`src/rtl/pic_lit_core_if.sv`:
```
// Program ROM bus between the literal-only PIC core and its instruction store.
//
// Bus timing: rom_data is a pure combinational function of rom_addr. The core
// (master) holds rom_addr steady from a register and samples rom_data one clock
// after it has driven a new address; the ROM (slave) has no valid/ready
// handshake and never stalls the core.
interface pic_lit_core_if #(
    parameter int AW = 8,
    parameter int IW = 14
);
    logic [AW-1:0] rom_addr;
    logic [IW-1:0] rom_data;

    modport master (output rom_addr, input rom_data);
    modport slave  (input rom_addr, output rom_data);
endinterface

```
`src/rtl/pic_lit_core.sv`:
```
// Small PIC-style core executing literal/W-register instructions from a ROM.
// Each instruction takes FETCH, DECODE and EXEC; the EXEC results become
// visible on w_q / flags / pc_q on the clock edge that ends EXEC.
module pic_lit_core #(
    parameter  int DW = 8,
    parameter  int AW = 8,
    localparam int IW = DW + 6
) (
    input  logic          clk,
    input  logic          rst,
    input  logic          run,
    pic_lit_core_if.master rom,
    output logic [DW-1:0] w_q,
    output logic          z_flag,
    output logic          c_flag,
    output logic [AW-1:0] pc_q,
    output logic          retire,
    output logic          halted,
    output logic          err,
    output logic [2:0]    dbg_state
);

    // Program addresses are loaded from the literal field, so they must fit.
    if (AW > DW) begin : g_bad_aw
        $error("pic_lit_core: AW must not exceed DW");
    end

    localparam logic [5:0] OP_NOP   = 6'h00;
    localparam logic [5:0] OP_MOVLW = 6'h01;
    localparam logic [5:0] OP_ADDLW = 6'h02;
    localparam logic [5:0] OP_SUBLW = 6'h03;
    localparam logic [5:0] OP_ANDLW = 6'h04;
    localparam logic [5:0] OP_IORLW = 6'h05;
    localparam logic [5:0] OP_XORLW = 6'h06;
    localparam logic [5:0] OP_GOTO  = 6'h07;
    localparam logic [5:0] OP_SKPZ  = 6'h08;
    localparam logic [5:0] OP_HALT  = 6'h09;

    localparam logic [AW-1:0] PC_INC = AW'(1);

    typedef enum logic [2:0] {
        S_IDLE   = 3'd0,
        S_FETCH  = 3'd1,
        S_DECODE = 3'd2,
        S_EXEC   = 3'd3,
        S_HALT   = 3'd4
    } state_t;

    state_t        state;
    logic [AW-1:0] mar;
    logic [IW-1:0] ir;

    logic [5:0]    opcode;
    logic [DW-1:0] lit;
    logic [DW:0]   add_sum;
    logic [DW-1:0] alu_res;
    logic          alu_z;
    logic          alu_c;
    logic          wr_w;
    logic          wr_z;
    logic          wr_c;
    logic [AW-1:0] pc_exec;
    logic          is_halt;
    logic          is_illegal;

    assign opcode       = ir[IW-1:IW-6];
    assign lit          = ir[DW-1:0];
    assign rom.rom_addr = mar;
    assign dbg_state    = 3'(state);

    // Decode the latched instruction into W/flag/PC updates for EXEC.
    always_comb begin
        add_sum    = {1'b0, lit} + {1'b0, w_q};
        alu_res    = w_q;
        alu_c      = c_flag;
        wr_w       = 1'b0;
        wr_z       = 1'b0;
        wr_c       = 1'b0;
        pc_exec    = pc_q;
        is_halt    = 1'b0;
        is_illegal = 1'b0;
        case (opcode)
            OP_NOP: ;
            OP_MOVLW: begin
                alu_res = lit;
                wr_w    = 1'b1;
            end
            OP_ADDLW: begin
                alu_res = add_sum[DW-1:0];
                alu_c   = add_sum[DW];
                wr_w    = 1'b1;
                wr_z    = 1'b1;
                wr_c    = 1'b1;
            end
            OP_SUBLW: begin
                // C is "no borrow": set when the literal is at least W.
                alu_res = lit - w_q;
                alu_c   = (lit >= w_q);
                wr_w    = 1'b1;
                wr_z    = 1'b1;
                wr_c    = 1'b1;
            end
            OP_ANDLW: begin
                alu_res = lit & w_q;
                wr_w    = 1'b1;
                wr_z    = 1'b1;
            end
            OP_IORLW: begin
                alu_res = lit | w_q;
                wr_w    = 1'b1;
                wr_z    = 1'b1;
            end
            OP_XORLW: begin
                alu_res = lit ^ w_q;
                wr_w    = 1'b1;
                wr_z    = 1'b1;
            end
            OP_GOTO: begin
                // Replaces the increment already applied during DECODE.
                pc_exec = lit[AW-1:0];
            end
            OP_SKPZ: begin
                if (z_flag) begin
                    pc_exec = pc_q + PC_INC;
                end
            end
            OP_HALT: begin
                is_halt = 1'b1;
            end
            default: begin
                is_illegal = 1'b1;
            end
        endcase
        alu_z = (alu_res == '0);
    end

    // Sequencer: FETCH/DECODE/EXEC per instruction, run checked only in IDLE
    // and at the end of EXEC so a fetched instruction always completes.
    always_ff @(posedge clk) begin
        if (rst) begin
            state  <= S_IDLE;
            pc_q   <= '0;
            mar    <= '0;
            ir     <= '0;
            w_q    <= '0;
            z_flag <= 1'b0;
            c_flag <= 1'b0;
            err    <= 1'b0;
            halted <= 1'b0;
            retire <= 1'b0;
        end else begin
            retire <= 1'b0;
            case (state)
                S_IDLE: begin
                    if (run) begin
                        state <= S_FETCH;
                    end
                end
                S_FETCH: begin
                    mar   <= pc_q;
                    state <= S_DECODE;
                end
                S_DECODE: begin
                    ir     <= rom.rom_data;
                    pc_q   <= pc_q + PC_INC;
                    retire <= 1'b1;
                    state  <= S_EXEC;
                end
                S_EXEC: begin
                    if (wr_w) begin
                        w_q <= alu_res;
                    end
                    if (wr_z) begin
                        z_flag <= alu_z;
                    end
                    if (wr_c) begin
                        c_flag <= alu_c;
                    end
                    pc_q <= pc_exec;
                    if (is_halt || is_illegal) begin
                        halted <= 1'b1;
                        state  <= S_HALT;
                        if (is_illegal) begin
                            err <= 1'b1;
                        end
                    end else if (run) begin
                        state <= S_FETCH;
                    end else begin
                        state <= S_IDLE;
                    end
                end
                S_HALT: begin
                    state <= S_HALT;
                end
                default: begin
                    state <= S_IDLE;
                end
            endcase
        end
    end

endmodule

```
`src/flat_wrapper.sv`:
```
// flat-port wrapper written by rule: the top's interface ports become plain ports
module pic_lit_core_flat 
#(
    parameter  int DW = 8,
    parameter  int AW = 8,
    localparam int IW = DW + 6
)
  (clk, rst, run, w_q, z_flag, c_flag, pc_q, retire, halted, err, dbg_state, rom_rom_addr, rom_rom_data);
  pic_lit_core_if #(.AW(AW), .IW((DW + 6))) rom_i ();
  input  logic clk;
  input  logic rst;
  input  logic run;
  output logic [DW-1:0] w_q;
  output logic z_flag;
  output logic c_flag;
  output logic [AW-1:0] pc_q;
  output logic retire;
  output logic halted;
  output logic err;
  output logic [2:0] dbg_state;
  output wire logic [$bits(rom_i.rom_addr)-1:0] rom_rom_addr;
  input wire logic [$bits(rom_i.rom_data)-1:0] rom_rom_data;
  assign rom_rom_addr = rom_i.rom_addr;
  assign rom_i.rom_data = rom_rom_data;
  pic_lit_core #(.DW(DW), .AW(AW)) u_core (.clk(clk), .rst(rst), .run(run), .rom(rom_i), .w_q(w_q), .z_flag(z_flag), .c_flag(c_flag), .pc_q(pc_q), .retire(retire), .halted(halted), .err(err), .dbg_state(dbg_state));
endmodule
```
`config.mk`:
```
export PLATFORM = sky130hd
export DESIGN_NAME = pic_lit_core_flat
export DESIGN_NICKNAME = d
export VERILOG_FILES = /design/src/rtl/pic_lit_core_if.sv /design/src/rtl/pic_lit_core.sv /design/src/flat_wrapper.sv
export SDC_FILE = /design/constraint.sdc
export NUM_CORES = 1
export LEC_CHECK = 0
export ABC_AREA = 1
export BUFFER_PORTS_ARGS = -buffer_cell sky130_fd_sc_hd__buf_4
export CAP_MARGIN = 0
export CORE_ASPECT_RATIO = 1.2
export CORE_MARGIN = 1.5
export CORE_UTILIZATION = 42
export DETAILED_ROUTE_END_ITERATION = 16
export GPL_ROUTABILITY_DRIVEN = 0
export GPL_TIMING_DRIVEN = 0
export PLACE_DENSITY = 0.63
export SLEW_MARGIN = 0
export SYNTH_ARGS = -nofsm -noshare
export SYNTH_HDL_FRONTEND = slang
export SYNTH_SLANG_ARGS = --single-unit
```
`constraint.sdc`:
```
create_clock -name clk -period 2 [get_ports clk]
set_clock_uncertainty 0.2 [all_clocks]
set_input_delay 0.1 -clock clk [delete_from_list [all_inputs] [get_ports clk]]
set_output_delay 0.1 -clock clk [all_outputs]
set_load 0.01 [all_outputs]
```
==> results of run 1 <==
-- cell usage after synthesis (2+ instances only) --
cell	count
a211oi_1	2
a21oi_1	47
a21oi_2	2
a31oi_1	3
buf_2	5
buf_6	2
clkbuf_1	10
dfxtp_1	46
fa_1	2
ha_1	25
inv_1	76
inv_2	4
nand2_1	117
nand2_2	2
nand3_1	49
nand3b_1	2
nand4_1	10
nor2_1	48
nor2_2	4
nor2_4	3
nor3_1	5
o21a_1	2
o21ai_0	39
o21ai_2	2
or2_2	2
xnor2_1	2
-- layout by cell type, fill, tap and decap left out, types with 11 or more instances in the layout --
master         netlist  final
nand3_1             49     39
dfxtp_2              0     11
buf_4                1     82
nor2_1              48     37
nand2_1            117    107
a21oi_1             47     41
inv_1               76     62
ha_1                25     15
dfxtp_1             46     26
dlygate4sd3_1        0     15
o21ai_0             39     31
inv_2                4     15
-- final cells by class --
class	count	area, µm²
Fill cell	730	2910
Multi-Input combinational cell	377	2370
Sequential cell	46	968
Timing Repair Buffer	103	815
Inverter	80	308
Buffer	18	125
Tap cell	92	115
Clock buffer	6	82.6
Clock inverter	2	12.5
-- worst min-delay path: cells and delay by family --
kind          cells  cell delay, ns
buf+inv           2            0.33
simple gates      2            0.24
-- power by group through the flow --
stage	clock network [mW]	logic (mW)	registers (mW)
4_1_cts	0.631	1.17	1.10
6_report	0.626	1.40	1.10
3_5_place_dp	0	0.983	1.12
2_1_floorplan	0	0.663	1.12
3_3_place_gp	0	0.972	1.12
5_1_grt	0.669	1.51	1.11
-- how the worst max path moves through the flow --
stage | start | endpoint | slack [ns] | cells after the start
after floorplan | u_core.ir[0] | u_core.z_flag | -0.08 | 13
final | u_core.ir[0] | u_core.z_flag | -0.28 | 12
after global placement | u_core.ir[1] | u_core.z_flag | -0.44 | 11
after global routing | u_core.ir[0] | u_core.z_flag | -0.37 | 13
after CTS | u_core.ir[0] | u_core.z_flag | -0.32 | 13
after detailed placement | u_core.ir[1] | u_core.z_flag | -0.48 | 11
-- flip-flops by register name, summed over array words and instances (netlist names) --
signal and flops:
u_core.pc_q 8, u_core.ir 14, u_core.dbg_state 3, u_core.w_q 8
u_core.retire 1, u_core.err 1, u_core.z_flag 1, u_core.rom.rom_addr 8
u_core.c_flag 1, u_core.halted 1
-- logic make-up after synthesis --
group | count (synthesis) | synth area share (%)
AND/OR/NAND/NOR | 243 | 32.0
adder cells (fa/ha/maj) | 27 | 10.5
XOR/XNOR | 3 | 0.785
AO/OA/AOI/OAI | 104 | 17.5
buffers and inverters | 98 | 11.7
flip-flops | 46 | 27.5
-- layer usage --
metal  track usage (%)  up-vias
met4              14.3        0
li1                  -     1904
met1              30.0     1866
met5                 0        -
met3              3.28       29
met2              46.2      172
-- repair_timing --
| action | in CTS | in global routing |
|---|---|---|
| hold buffers | 15 | 0 |
| resized for setup | 68 | 64 |
| setup endpoints to repair | 10 | 21 |
| endpoints found under the hold margin | 15 | 0 |
| pin swaps | 28 | 35 |
| cloned | 1 | 3 |
| setup buffers | 24 | 13 |
-- through the flow --
stage	worst slack, ns	cells
after detailed placement	-0.485	660
after global routing	-0.368	724
after floorplan	-0.0758	521
after global placement	-0.441	660
final	-0.275	724
after CTS	-0.316	708
==> qor.yml, run 1 <==
grt:
  grt_pass1_wl_um: 17600
  overflow: 0
  grt_usage_pct: 25.9
  grt_pass1_vias: 3707
  antenna_found_initial: 0
  grt_max_degree: 15
route:
  wl_met2_um: 5820
  drc: 0
  firstDrtPassIters: 5
  vias: 3971
  routed_wl_um: 11400
  drt_iter0_drc: 264
  wl_met1_um: 4570
  vias_per_cell: 5.48
  highest_layer: "met4"
  antenna_left: 0
  post_drt_wl_per_cell_um: 15.7
  met3_length_um: 626
power:
  p_clk_share_pct: 20.0
  p_per_area_mw_per_mm2: 652
  p_seq_share_pct: 35.2
  peakVddDrop_uv: 411
  internal-power_mw: 1.87
  power_mw: 3.13
  p_leak_nw: 2.27
  switchingPower_mw: 1.26
  sw_frac_of_total_pct: 40.2
  comb_power_share_pct: 44.8
setup_path:
  cpLargestDelayFamily: "simple AND/OR/NAND/NOR gates"
  worstSetupPathType: "register to register"
  cpMostUsedCell: "nand3_2"
  crit_arrival_ns: 2.32
  slowest_delay_ns: 0.40
  r2r_start: "u_core.ir[0]"
  r2r-end: "u_core.z_flag"
  critPathLaunchType: "register"
  critPathRequiredTime_ns: 2.04
  path_buf_inv: 1
  slowest_stage: "dfxtp_4"
  endpoint_kind: "register"
  reg2reg_setup_slack_ns: -0.28
  r2r_cells: 12
  crit_chain: "inv_4 -> ha_4 -> fa_2 -> o21ai_4 -> nand3_1 -> nand3_2 -> nand3_2 -> nor2_2 -> nand2_1 -> nor2_2 -> nand3_2 -> a21oi_2"
  critPathMaxFanout: 4
logic_synthesis:
  synth_top_area_share_pct: 27.5
  synth_ff_type: "dfxtp_1"
  synthDistinctLibCells: 36
  synth_nets: 565
  synth_area_leaders: "dfxtp_1, nand2_1, ha_1, inv_1, nand3_1"
  yosysTopAreaCell: "dfxtp_1"
  synth_edf_count: 0
  synth_seq_cells: 46
  syn-cell-area_mm2: 0.00335
  ys_async_sr_fraction_pct: 0
  synthCells: 521
  synth.avg_cell_area_um2: 6.43
  ys_seq_area_share_pct: 27.5
  yosys_warnings: 0
clock_network:
  clock_latency_ns: 0.31
  cts_max_level: 2
  path_clk_slew_ns: 0.09
  cts_tree: "done"
  cts_root_buffer: "clkbuf_8"
  cts_made_buffers: 5
  cts_sinks: 46
  cts_buffer_depth: 2
timing:
  finalSetupTns_ns: -0.923
  slew_headroom_pct: 55.2
  fmax_mhz: 439
  min_period_ns: 2.28
  setup_viol: 6
  setup_slack_ns: -0.275
  hold_viol: 0
  whs_ns: 0.193
  maxSlewViolCount: 0
  rsz0062_at_grt: "yes"
  min_period_over_period_pct: 114
  tightest_slew_ns: 0.673
final_layout:
  drive_gt1_share_pct: 34.7
  fin_util_pct: 62.3
  final_nets: 675
  stdcell_area_mm2: 0.00480
  area_growth_pct: 43.3
  diodes: 0
outcome:
  outcome: "complete, but fails checks"
  violations: "negative setup slack"
hold_path:
  hold_depth: 4
  worst_hold_path.endpoint: "u_core.c_flag"
  hold_start: "rst"
  worstHoldPathType: "input port to register"
floorplan:
  rows: 35
  ios: 49
  die-area_mm2: 0.00852
  fp.coreArea_mm2: 0.00771
  dieHeight_um: 101
  initial_core_util_pct: 43.4
  die_w_um: 84.5
placed_design:
  port_buffers: 47
  placed_area_mm2: 0.00384
  post-dp-hpwl_um: 7790
job:
  maxCapViolations: 0
(Power assumes the default switching activity.)
==> run 2: changes to the inputs <==
--- a/config.mk
+++ b/config.mk
@@ -8,14 +8,15 @@
 export ABC_AREA = 1
 export BUFFER_PORTS_ARGS = -buffer_cell sky130_fd_sc_hd__buf_4
 export CAP_MARGIN = 0
+export CELL_PAD_IN_SITES_DETAIL_PLACEMENT = 1
+export CELL_PAD_IN_SITES_GLOBAL_PLACEMENT = 2
 export CORE_ASPECT_RATIO = 1.2
 export CORE_MARGIN = 1.5
-export CORE_UTILIZATION = 42
+export CORE_UTILIZATION = 28
 export DETAILED_ROUTE_END_ITERATION = 16
 export GPL_ROUTABILITY_DRIVEN = 0
 export GPL_TIMING_DRIVEN = 0
-export PLACE_DENSITY = 0.63
-export SLEW_MARGIN = 0
+export PLACE_DENSITY = 0.75
 export SYNTH_ARGS = -nofsm -noshare
 export SYNTH_HDL_FRONTEND = slang
 export SYNTH_SLANG_ARGS = --single-unit
==> qor.yml, run 2 (same netlist as run 1, synthesis figures left out) <==
outcome:
  outcome: "complete, but fails checks"
  violations: "negative setup slack"
floorplan:
  dieHeight_um: 123
  rows: 43
  fp.coreArea_mm2: 0.0116
  ios: 49
  initial_core_util_pct: 28.8
  die_w_um: 103
  die-area_mm2: 0.0126
clock_network:
  path_clk_slew_ns: 0.07
  cts_max_level: 2
  cts_buffer_depth: 2
  cts_sinks: 46
  cts_tree: "done"
  clock_latency_ns: 0.29
  cts_root_buffer: "clkbuf_16"
  cts_made_buffers: 5
timing:
  setup_slack_ns: -0.284
  min_period_over_period_pct: 114
  setup_viol: 8
  maxSlewViolCount: 0
  hold_viol: 0
  slew_headroom_pct: 53.3
  tightest_slew_ns: 0.700
  whs_ns: 0.184
  rsz0062_at_grt: "yes"
  min_period_ns: 2.28
  fmax_mhz: 438
grt:
  grt_max_degree: 16
  antenna_found_initial: 0
  overflow: 0
  grt_pass1_vias: 3780
  grt_pass1_wl_um: 19700
  grt_usage_pct: 20.8
setup_path:
  critPathRequiredTime_ns: 2.03
  endpoint_kind: "register"
  critPathLaunch: "u_core.ir[0]"
  critPathLaunchType: "register"
  worstSetupPathType: "register to register"
  crit_arrival_ns: 2.32
  r2r_start: "u_core.ir[0]"
  critPathMaxFanout: 4
final_layout:
  final_common_cell: "nand2_1"
  regArea_um2: 970
  area_growth_pct: 51.8
  multi_input_area_mm2: 0.00247
  mostFrequentLayoutCells: "nand2_1, buf_4, inv_1"
  diodes: 0
  drive_gt1_share_pct: 37.6
  n_fill_cell: 1490
  largest_register: "u_core.ir"
  final_nets: 673
  largest_register_ffs: 14
route:
  vias: 3837
  antenna_left: 0
  drc: 0
  met3_length_um: 220
  firstDrtPassIters: 4
  routed_wl_um: 13100
  post_drt_wl_per_cell_um: 16.7
  drt_iter0_drc: 120
  wl_met1_um: 5500
  vias_per_cell: 4.88
  highest_layer: "met4"
  wl_met2_um: 7170
hold_path:
  hold_start: "rst"
  worstHoldPathType: "input port to register"
power:
  switchingPower_mw: 1.36
  p_seq_share_pct: 30.8
  comb_power_share_pct: 41.5
  internal-power_mw: 2.22
  sw_frac_of_total_pct: 37.9
  peakVddDrop_uv: 309
  p_clk_share_pct: 27.7
  p_per_area_mw_per_mm2: 705
  p_leak_nw: 2.33
  power_mw: 3.58
placed_design:
  port_buffers: 47
  post-dp-hpwl_um: 9470
job:
  maxCapViolations: 0
## run 2: stage by stage
step	setup TNS [ns]	instances	area [µm²]	util [%]	setup slack, ns
6_report	-0.903	787	5080	43.7	-0.284
3_5_place_dp	-3.01	725	3930	33.8	-0.552
3_3_place_gp	-2.76	725	3930	33.8	-0.546
2_1_floorplan	-0.0758	521	3380	-	-0.0758
5_1_grt	-2.08	787	5080	43.7	-0.394
4_1_cts	-0.855	766	4640	39.9	-0.378
## run 2: routing by layer
metal  vias to the layer above  track usage (%)
met1                      1862             24.3
met2                        60             39.5
met3                        15             1.94
li1                       1900                -
met5                         -                0
met4                         0             6.17
## run 2: worst max-delay path, cell delays in order (launching register included)
cell and delay (ns):
dfxtp_4 0.38, inv_4 0.04, ha_4 0.16, fa_2 0.37, xor2_1 0.17, nand2_1 0.06, nand2_1 0.05, nor2_1 0.12
nand3_2 0.11, nor2_1 0.12, nand2_1 0.09, nor2_2 0.12, nand3_2 0.09, a21oi_2 0.13
## run 2: cell type report
class / count / area share, %
multi-input cells: 377 / 48.6
flip-flops and latches: 46 / 19.1
repair buffers: 101 / 16.4
inverters: 80 / 6.11
well taps: 157 / 3.87
plain buffers: 18 / 2.58
clock buffers: 5 / 2.46
clock inverters: 3 / 0.862
## run 2: timing repair
action | 4_1_cts | 5_1_grt
buffers inserted | 19 | 22
hold buffers | 15 | 0
resized for setup | 86 | 83
setup endpoints to repair | 16 | 21
pin swaps | 22 | 36
hold endpoints to repair | 15 | 0
gates cloned | 0 | 1
## run 2: power groups by stage
| stage | Sequential, mW | Clock [mW] | Combinational (mW) |
|---|---|---|---|
| after floorplan | 1.12 | 0 | 0.663 |
| after global placement | 1.12 | 0 | 1.01 |
| after detailed placement | 1.13 | 0 | 1.02 |
| after CTS | 1.10 | 1.01 | 1.22 |
| after global routing | 1.12 | 1.05 | 1.63 |
| final | 1.10 | 0.991 | 1.49 |
## run 2: worst paths after layout
check | slack [ns] | end | cells past startpoint
worst max-delay path | -0.28 | u_core.z_flag | 13
worst min-delay path | 0.18 | u_core.pc_q[0] | 2
worst max register to register | -0.28 | u_core.z_flag | 13
worst min register to register | 0.25 | u_core.rom.rom_addr[2] | 2
